File: src/rtl/sum_latch_pkg.sv
// Shared transmitter state encoding and width helpers for the summing latch UART block.
package sum_latch_pkg;

   typedef enum logic [2:0] {
      ST_IDLE  = 3'd0,
      ST_START = 3'd1,
      ST_DATA  = 3'd2,
      ST_STOP  = 3'd3,
      ST_NEXT  = 3'd4
   } tx_state_e;

   function automatic int res_width(input int data_w, input int num_ops);
      return data_w + $clog2(num_ops) + 1;
   endfunction

   function automatic int byte_count(input int res_w);
      return (res_w + 7) / 8;
   endfunction

endpackage

File: src/rtl/uart_tx_byte.sv
// 8N1 serialiser for one byte: start bit, eight data bits LSB first, stop bit.
// state    | meaning
// IDLE     | line high, waiting for start_i
// START    | driving start bit (low)
// DATA     | shifting out data bits
// STOP     | driving stop bit (high); done_o pulses on its last cycle
module uart_tx_byte
   import sum_latch_pkg::*;
#(
   parameter int CLKS_PER_BIT = 434
) (
   input  logic       clk,
   input  logic       reset,
   input  logic       start_i,
   input  logic [7:0] data_i,
   output logic       txd_o,
   output logic       busy_o,
   output logic       done_o
);

   localparam int CNT_W = $clog2(CLKS_PER_BIT);
   localparam logic [CNT_W-1:0] CNT_LOAD = CNT_W'(CLKS_PER_BIT - 1);

   tx_state_e        state_q, state_d;
   logic [CNT_W-1:0] cnt_q, cnt_d;
   logic [2:0]       bit_q, bit_d;
   logic [7:0]       shift_q, shift_d;
   logic             txd_q, txd_d;
   logic             tc;

   assign tc = (cnt_q == '0);

   always_comb begin
      state_d = state_q;
      cnt_d   = cnt_q;
      bit_d   = bit_q;
      shift_d = shift_q;
      txd_d   = txd_q;
      done_o  = 1'b0;
      if (state_q != ST_IDLE) begin
         cnt_d = tc ? CNT_LOAD : cnt_q - CNT_W'(1);
      end
      case (state_q)
         ST_IDLE: begin
            if (start_i) begin
               state_d = ST_START;
               cnt_d   = CNT_LOAD;
               shift_d = data_i;
               bit_d   = '0;
               txd_d   = 1'b0;
            end
         end
         ST_START: begin
            if (tc) begin
               state_d = ST_DATA;
               txd_d   = shift_q[0];
               shift_d = shift_q >> 1;
            end
         end
         ST_DATA: begin
            if (tc) begin
               if (bit_q == 3'd7) begin
                  state_d = ST_STOP;
                  txd_d   = 1'b1;
               end else begin
                  bit_d   = bit_q + 3'd1;
                  txd_d   = shift_q[0];
                  shift_d = shift_q >> 1;
               end
            end
         end
         ST_STOP: begin
            if (tc) begin
               state_d = ST_IDLE;
               done_o  = 1'b1;
            end
         end
         default: begin
            state_d = ST_IDLE;
            txd_d   = 1'b1;
         end
      endcase
   end

   always_ff @(posedge clk) begin
      if (reset) begin
         state_q <= ST_IDLE;
         cnt_q   <= '0;
         bit_q   <= '0;
         shift_q <= '0;
         txd_q   <= 1'b1;
      end else begin
         state_q <= state_d;
         cnt_q   <= cnt_d;
         bit_q   <= bit_d;
         shift_q <= shift_d;
         txd_q   <= txd_d;
      end
   end

   assign txd_o  = txd_q;
   assign busy_o = (state_q != ST_IDLE);

endmodule

File: src/rtl/sum_latch_uart_tx.sv
// Latches operands on synchronised button presses, adds or subtracts them, and sends the
// result over UART as little-endian bytes.
// state    | meaning
// IDLE     | waiting for a pending result and uart_tx_en
// START    | one byte in flight inside uart_tx_byte (START/DATA/STOP)
// NEXT     | one-cycle gap after a stop bit; launches the next byte or returns to IDLE
module sum_latch_uart_tx
   import sum_latch_pkg::*;
#(
   parameter  int DATA_W       = 5,
   parameter  int NUM_OPS      = 2,
   parameter  int CLKS_PER_BIT = 434,
   localparam int RES_W        = res_width(DATA_W, NUM_OPS)
) (
   input  logic               clk,
   input  logic               reset,
   input  logic [DATA_W-1:0]  data_input,
   input  logic [NUM_OPS-1:0] save_n,
   input  logic               op_sub,
   input  logic               uart_tx_en,
   output logic               uart_txd,
   output logic               uart_tx_busy,
   output logic [RES_W-1:0]   result
);

   localparam int NBYTES = byte_count(RES_W);
   localparam int EXT_W  = 8 * NBYTES;
   localparam int BCNT_W = $clog2(NBYTES + 1);

   logic [NUM_OPS-1:0] sync1_q, sync2_q, sync3_q;
   logic [NUM_OPS-1:0] save_evt;
   logic [DATA_W-1:0]  op_q [NUM_OPS];
   logic [RES_W-1:0]   result_q, result_d;
   logic [EXT_W-1:0]   ext_d;
   logic [EXT_W-1:0]   snap_q, snap_d;
   logic [BCNT_W-1:0]  left_q, left_d;
   logic               pending_q, pending_d;
   tx_state_e          seq_q, seq_d;
   logic               tx_go;
   logic               byte_start;
   logic [7:0]         byte_data;
   logic               byte_busy;
   logic               byte_done;

   // sync3_q holds the previous synchronised level so a press is seen as a falling edge
   always_ff @(posedge clk) begin
      if (reset) begin
         sync1_q <= '1;
         sync2_q <= '1;
         sync3_q <= '1;
      end else begin
         sync1_q <= save_n;
         sync2_q <= sync1_q;
         sync3_q <= sync2_q;
      end
   end

   assign save_evt = sync3_q & ~sync2_q;

   always_ff @(posedge clk) begin
      if (reset) begin
         for (int i = 0; i < NUM_OPS; i++) op_q[i] <= '0;
      end else begin
         for (int i = 0; i < NUM_OPS; i++) begin
            if (save_evt[i]) op_q[i] <= data_input;
         end
      end
   end

   always_comb begin
      result_d = RES_W'(op_q[0]);
      for (int i = 1; i < NUM_OPS; i++) begin
         if (op_sub) result_d = result_d - RES_W'(op_q[i]);
         else        result_d = result_d + RES_W'(op_q[i]);
      end
   end

   always_comb begin
      ext_d = '0;
      ext_d[RES_W-1:0] = result_d;
      for (int i = RES_W; i < EXT_W; i++) ext_d[i] = op_sub & result_d[RES_W-1];
   end

   // Snapshot uses the combinational result so a load one edge earlier is already included
   assign tx_go = (seq_q == ST_IDLE) && pending_q && uart_tx_en;

   always_comb begin
      seq_d      = seq_q;
      snap_d     = snap_q;
      left_d     = left_q;
      byte_start = 1'b0;
      byte_data  = snap_q[7:0];
      case (seq_q)
         ST_IDLE: begin
            if (tx_go) begin
               byte_start = 1'b1;
               byte_data  = ext_d[7:0];
               snap_d     = ext_d >> 8;
               left_d     = BCNT_W'(NBYTES - 1);
               seq_d      = ST_START;
            end
         end
         ST_START: begin
            if (byte_done) seq_d = ST_NEXT;
         end
         ST_NEXT: begin
            if (left_q != '0) begin
               byte_start = 1'b1;
               byte_data  = snap_q[7:0];
               snap_d     = snap_q >> 8;
               left_d     = left_q - BCNT_W'(1);
               seq_d      = ST_START;
            end else begin
               seq_d = ST_IDLE;
            end
         end
         default: seq_d = ST_IDLE;
      endcase
   end

   // A load on the launch edge keeps pending set: that snapshot predates the new operand
   assign pending_d = (|save_evt) ? 1'b1 : (tx_go ? 1'b0 : pending_q);

   always_ff @(posedge clk) begin
      if (reset) begin
         result_q  <= '0;
         pending_q <= 1'b0;
         seq_q     <= ST_IDLE;
         snap_q    <= '0;
         left_q    <= '0;
      end else begin
         result_q  <= result_d;
         pending_q <= pending_d;
         seq_q     <= seq_d;
         snap_q    <= snap_d;
         left_q    <= left_d;
      end
   end

   uart_tx_byte #(
      .CLKS_PER_BIT(CLKS_PER_BIT)
   ) u_tx_byte (
      .clk    (clk),
      .reset  (reset),
      .start_i(byte_start),
      .data_i (byte_data),
      .txd_o  (uart_txd),
      .busy_o (byte_busy),
      .done_o (byte_done)
   );

   assign uart_tx_busy = byte_busy || ((seq_q == ST_NEXT) && (left_q != '0));
   assign result       = result_q;

endmodule
File: config.mk
export PLATFORM = sky130hd
export DESIGN_NAME = sum_latch_uart_tx
export DESIGN_NICKNAME = d
export VERILOG_FILES = /design/src/rtl/sum_latch_pkg.sv /design/src/rtl/uart_tx_byte.sv /design/src/rtl/sum_latch_uart_tx.sv
export SDC_FILE = /design/constraint.sdc
export NUM_CORES = 1
export LEC_CHECK = 0
export CAP_MARGIN = 40
export CORE_ASPECT_RATIO = 0.5
export CORE_MARGIN = 1.5
export CORE_UTILIZATION = 50
export DETAILED_ROUTE_END_ITERATION = 8
export PLACE_DENSITY = 0.82
export SETUP_SLACK_MARGIN = 0.02
export SLEW_MARGIN = 40
export SYNTH_ARGS = -nofsm -noshare
export SYNTH_HDL_FRONTEND = slang
export SYNTH_SLANG_ARGS = --single-unit
File: constraint.sdc
create_clock -name clk -period 3.1 [get_ports clk]
set_input_delay 0.62 -clock clk [delete_from_list [all_inputs] [get_ports clk]]
set_output_delay 0.62 -clock clk [all_outputs]
set_load 0.1 [all_outputs]
==> flow_metrics.py <==
metrics = {
    "status": {
        "outcome": "finished, final reports clean",
    },
    "power": {
        "p_comb_frac": 0.435,
        "p_int_mw": 1.417,
        "seqPwrFrac": 0.357,
        "powerDensity_nw_per_um2": 851.1,
        "p_switching_uw": 964.6,
        "swShare": 0.4051,
        "p_leak_nw": 1.137,
        "ir_worst_vdd_v": 0.0003928,
        "p_clk_frac": 0.208,
        "finalPower_mw": 2.381,
    },
    "global_routing": {
        "grt_pass1_wl_um": 7831,
        "grt_pass1_vias": 1784,
        "grt_overflow_total": 0,
        "grt_start_max_net_pins": 25,
        "grtUsageTotal": 0.1927,
        "antenna_found_initial": 0,
    },
    "place": {
        "routabilityCongestion": 0.8546,
        "dp_hpwl_um": 3581,
        "placed_cell_area_um2": 2669,
        "pre_cts_slack_ns": 0.5560,
        "io_buffers": 19,
    },
    "drt": {
        "drtIter0Drc": 87,
        "first_pass_iters": 4,
        "vias": 1912,
        "wire_per_inst_um": 14.35,
        "vias_per_cell": 5.607,
        "routed_wl_um": 4892,
        "ant_nets": 0,
        "drc": 0,
    },
    "clocking": {
        "h-tree-depth": 2,
        "clockRootBuffer": "clkbuf_8",
        "cts_buffers": 5,
        "cts_tree": "done",
        "cts_resized": 0,
        "clock-sinks": 49,
        "cts-hold-fix-buffers": 0,
        "postCtsSetupBuffers": 0,
        "clock_path_buffers": 2,
        "clock_latency_ns": 0.30,
        "cts.clk_slew.worst_paths_ns": 0.09,
    },
    "worst_hold_path": {
        "hold-path-endpoint": "sync2_q[1]",
        "holdPathStages": 1,
        "hp-class": "reg -> reg",
        "hold_start": "sync1_q[1]",
    },
    "synthesis": {
        "async_reset_ff_frac": 0,
        "synth.area.top_cells": "dfxtp_1, edfxtp_1, ha_1",
        "synth_cells": 257,
        "ys.warnings.count": 0,
        "avgSynthCellArea_um2": 9.581,
        "ys_seq_area_frac": 0.4390,
        "mappedNetlistArea_um2": 2462,
        "syn-num-nets": 287,
        "synth-seq-cells": 49,
        "ys.flop_type": "dfxtp_1",
        "yosys.area.top_type_share": 0.3171,
        "synth_most_common_cell": "dfxtp_1",
        "synth-edff-count": 10,
        "synthDistinctLibCells": 52,
        "yosysTopAreaCell": "dfxtp_1",
        "ys_top_cells_by_count": "dfxtp_1, nor2_1, a21oi_1",
    },
    "setup_path": {
        "crit_buf_inv": 3,
        "r2r_slack_ns": 0.79,
        "startpoint_type": "register",
        "worst-setup-path-type": "reg -> out",
        "r2r_cells": 9,
        "critical-path-top-delay-family": "buffers and inverters",
        "worstReg2RegStart": "op_q[0][0]",
        "worstSetupEndpointType": "output port",
        "worst_path_max_delay_cell": "ha_1",
        "critPathMostFrequentCell": "inv_1",
        "crit_path_cell_trace": "inv_1 -> ha_1 -> inv_1 -> buf_4",
        "crit_arrival_ns": 1.76,
        "worstReg2RegEnd": "u_tx_byte.shift_q[4]",
        "startpoint": "u_tx_byte.state_q[0]",
        "critPathMaxStageDelay_ns": 0.48,
        "crit_required_ns": 2.48,
        "cp_max_fo": 15,
    },
    "floorplanning": {
        "pin_count": 20,
        "die_w_um": 102.2,
        "coreArea_um2": 4573,
        "die_h_um": 52.62,
        "dieArea_um2": 5380,
        "start_util": 0.5384,
        "rows": 17,
    },
    "job": {
        "maxCapViolations": 0,
    },
    "finish": {
        "syn_to_final_growth_pct": 13.62,
        "fillerInstances": 377,
        "design_area_um2": 2798,
        "multi_input_area_um2": 1259,
        "fin_nets": 304,
        "antenna_cells": 0,
        "drive_above_1_share": 0.1236,
        "register_area_um2": 1081,
    },
    "sta": {
        "finClkSkew_ns": 0.007286,
        "hold_viol_final": 0,
        "postLayoutSetupSlackWorst_ns": 0.7219,
        "worst_pin_slew_ns": 0.7068,
        "timing.fmax_mhz": 420.5,
        "max_slew_margin": 0.5221,
        "period_needed_ns": 2.378,
        "tns_ns": 0,
        "maxSlewViolCount": 0,
        "setup_viol": 0,
        "finalCritPeriodShare": 0.7671,
        "rsz0062_at_grt": "false",
    },
}
worst max path at each step:
stage,to,depth (start not counted)
after floorplan,u_tx_byte.state_q[1],7
after global placement,u_tx_byte.shift_q[7],6
after detailed placement,u_tx_byte.shift_q[7],6
after CTS,uart_tx_busy,4
after global routing,uart_tx_busy,4
final,uart_tx_busy,4
layer usage:
metal,up-vias,wire (um),GRT usage
li1,946,-,-
met1,893,2231,0.2225
met2,64,2378,0.3377
met3,9,232,0.06533
met4,0,50,0.06849
met5,-,0,0
state kept, by name, summed over array words and instances, names as in the netlist:
| name | flops |
|---|---|
| op_q | 10 |
| sync3_q | 2 |
| sync1_q | 2 |
| u_tx_byte.shift_q | 8 |
| u_tx_byte.state_q | 2 |
| sync2_q | 2 |
| u_tx_byte.cnt_q | 9 |
| pending_q | 1 |
| result | 7 |
| u_tx_byte.txd_o | 1 |
| u_tx_byte.bit_q | 3 |
| seq_q | 2 |
cell families (layout without fill, tap and decap cells):
kind of cell,Yosys count,in the layout,synth area share
simple gates,92,92,0.2063
compound gates,58,58,0.1601
flops,49,49,0.4390
buf+inv,28,46,0.04980
fa+ha+maj,19,19,0.1026
mux,6,6,0.02439
xor+xnor,5,5,0.01779
power by group through the flow:
stage	sequential, mW	combinational (mW)	clock [mW]
after floorplan	0.958	0.738	0
after global placement	0.853	0.981	0
after detailed placement	0.863	1.02	0
after CTS	0.848	1.02	0.510
after global routing	0.864	1.12	0.539
final	0.851	1.04	0.495
metrics by stage:
step	std cells	utilization	hold slack (ns)
6_report	341	0.6118	0.4210
5_1_grt	341	0.6118	0.4343
4_1_cts	341	0.6118	0.4268
3_5_place_dp	333	0.5836	0.4019
3_3_place_gp	333	0.5836	0.3932
2_1_floorplan	257	-	0.3895
layout by cell type (no fill, tap or decap), drive strengths merged, types with 2 or more instances in the layout:
cell	netlist	routed
a211oi	6	6
a21oi	18	18
a22o	2	2
a22oi	4	4
a31oi	5	5
and2	7	7
and3	3	3
buf	4	11
clkbuf	7	6
clkdlybuf4s50	0	10
dfxtp	39	39
edfxtp	10	10
fa	2	2
ha	17	17
inv	17	17
mux2i	6	6
nand2	8	8
nand2b	6	6
nor2	34	34
nor2b	3	3
nor3	9	9
nor4	3	3
nor4b	3	3
o21ai	9	9
or2	8	8
or4	3	3
xnor2	2	2
xor2	3	3
area by class of cell:
class,count,share of cell area
timing repair buffer,21,0.06530
clock inverter,2,0.01252
sequential,49,0.3864
inverter,17,0.02281
clock buffer,6,0.03354
tap,66,0.02952
multi-input combinational,180,0.4499
No activity file was read; power rests on OpenSTA's default activity.
==> RTL edit, RTL diff (same flow settings) <==
`CLKS_PER_BIT` is set to 434 in 2 places; all go to 217.
--- a/src/rtl/uart_tx_byte.sv
+++ b/src/rtl/uart_tx_byte.sv
@@ -8,5 +8,5 @@
    import sum_latch_pkg::*;
 #(
-   parameter int CLKS_PER_BIT = 434
+   parameter int CLKS_PER_BIT = 217
 ) (
    input  logic       clk,
--- a/src/rtl/sum_latch_uart_tx.sv
+++ b/src/rtl/sum_latch_uart_tx.sv
@@ -10,5 +10,5 @@
    parameter  int DATA_W       = 5,
    parameter  int NUM_OPS      = 2,
-   parameter  int CLKS_PER_BIT = 434,
+   parameter  int CLKS_PER_BIT = 217,
    localparam int RES_W        = res_width(DATA_W, NUM_OPS)
 ) (
Behaviour: same outputs for any inputs over 10 cycles, from zero or initial values and one cycle with reset high; that may be too few to reach the edited logic, so the function may still have changed.
==> RTL edit against the original RTL <==
- non-clock buffer count fell by 1
- power is 1.7% lower
- worst setup slack improved by 0.083 ns
- design area decreased by 2.5%
- area after synthesis is 1.6% lower
- synthesized cell count decreased by 2.7%
- routed wire length is 4.9% lower
- sequential cell count decreased by 1
- die area fell by 1.5%
- critical path type is now flop to flop
==> RTL edit: results (changes against the original RTL) <==
[status]
status = finished, final reports clean  ; unchanged

[power_and_ir_drop]
power.leakage_nw = 1.07  ; was 1.14 nW
ir_drop_mv = 0.357  ; was 0.393 mV

[synthesis]
synth_nets = 281  ; was 287
synth_area_leaders = dfxtp_1, edfxtp_1, ha_1  ; unchanged
ys_types = 47  ; was 52
synth_ff_type = dfxtp_1  ; unchanged
yosysSeqAreaShare_pct = 43.8  ; was 43.9%
async_flop_share_pct = 0  ; unchanged
yosys_warnings = 0  ; unchanged
avgSynthCellArea_sq_um = 9.69  ; was 9.58 sq um
synth-edff-count = 10  ; unchanged
synth_common_cells = dfxtp_1, a21oi_1, nor2_1  ; was dfxtp_1, nor2_1, a21oi_1

[drt]
firstDrtPassIters = 4  ; unchanged
avgViaCountPerCell = 5.56  ; was 5.61
drtIter0Drc = 118  ; was 87
wirelength_um = 4650  ; was 4890 um

[critical_path]
slowest_delay_ns = 0.50  ; was 0.48 ns
critPathTopFamily = simple AND/OR/NAND/NOR gates  ; was buffers and inverters
critPathMaxFanout = 2  ; was 15
critPathSlowestCell = or4_1  ; was ha_1
cp.arrival_ns = 2.49  ; was 1.76 ns

[clocking]
cts_setup_buffers = 0  ; unchanged
clkSlewWorstSetupHoldPaths_ns = 0.09  ; about the same
h-tree-depth = 2  ; unchanged
clkLatencyLatePin_ns = 0.31
cts-resized-gates = 0  ; unchanged
clockBufferDepth = 2  ; unchanged
numCtsBuffers = 5  ; unchanged
hold_buffers = 0  ; unchanged
root_buffer = clkbuf_8  ; unchanged

[placed_design]
dp_hpwl_um = 3430  ; was 3580 um
placed_cells = 327  ; was 333
io_buffers = 19  ; unchanged
placed_area_sq_um = 2640  ; was 2670 sq um
dp_slack_ns = 0.654  ; was 0.556 ns
place_congestion = 0.904  ; was 0.855

[grt]
grt_pass1_vias = 1767  ; was 1,784
grtUsageTotal_pct = 19.1  ; was 19.3%
antenna_found_initial = 0  ; unchanged
grt_max_degree = 20  ; was 25
grt_pass1_wl_um = 7750  ; was 7830 um

[final_layout]
fin_cells = 335  ; was 341
top_regs = op_q x10, u_tx_byte.cnt_q x8, u_tx_byte.shift_q x8  ; was op_q x10, u_tx_byte.cnt_q x9, u_tx_byte.shift_q x8
diodes = 0  ; unchanged
final_nets = 299  ; was 304
drive_gt1_share_pct = 13.0  ; was 12.4%

[timing]
skew_ns = 0.0102  ; was 0.00729 ns
worst_pin_slew_ns = 0.685  ; was 0.707 ns

[hold_path]
hp-class = flop to flop  ; unchanged

[RTL edit: cell count changes in the layout (fill, tap and decap cells not counted), moves of 3 or more]
cell,before,now
nor2_1,33,21
nand2_1,8,13
a211oi_1,6,3
and2_1,7,10
a21oi_1,18,23
o21ai_1,4,0
o21ai_0,5,15
[RTL edit: final cells by class]
class                      instances  area [sq um]
fill                             389          1800
multi-input combinational        177          1260
sequential                        48          1060
timing repair buffer              20           175
tap                               66          82.6
clock buffer                       5          68.8
inverter                          16          60.1
clock inverter                     3          23.8
[RTL edit: path summary, 6_finish.rpt]
check / from / end / slack (ns) / depth (start not counted)
setup reg to reg: op_q[0][0] / u_tx_byte.shift_q[4] / 0.80 / 9
hold reg to reg: sync1_q[0] / sync2_q[0] / 0.43 / 1
hold / removal: sync1_q[0] / sync2_q[0] / 0.43 / 1
setup / recovery: op_q[0][0] / u_tx_byte.shift_q[4] / 0.80 / 9
[RTL edit: report_power, final]
group	internal (mW)	switching (mW)
clock network	0.160	0.226
logic	0.386	0.712
registers	0.763	0.0955
[RTL edit: kinds of logic (layout without fill, tap and decap cells)]
family / after synthesis / after routing / share of synthesized area, %
AOI/OAI and AO/OA: 66 / 66 / 17.9
adders and majority gates: 20 / 20 / 10.9
and+or+nand+nor: 83 / 83 / 20.0
DFF: 48 / 48 / 43.8
buffers and inverters: 25 / 44 / 4.34
xor gates and xnor gates: 4 / 4 / 1.45
muxes: 4 / 4 / 1.65
[RTL edit: metal layers]
layer / share of wire (%) / up-vias / track usage (%)
met5: 0 / - / 0
met4: 2.0 / 0 / 6.71
met3: 3.5 / 13 / 4.27
met2: 49 / 48 / 33.0
met1: 46 / 870 / 23.9
li1: - / 933 / -
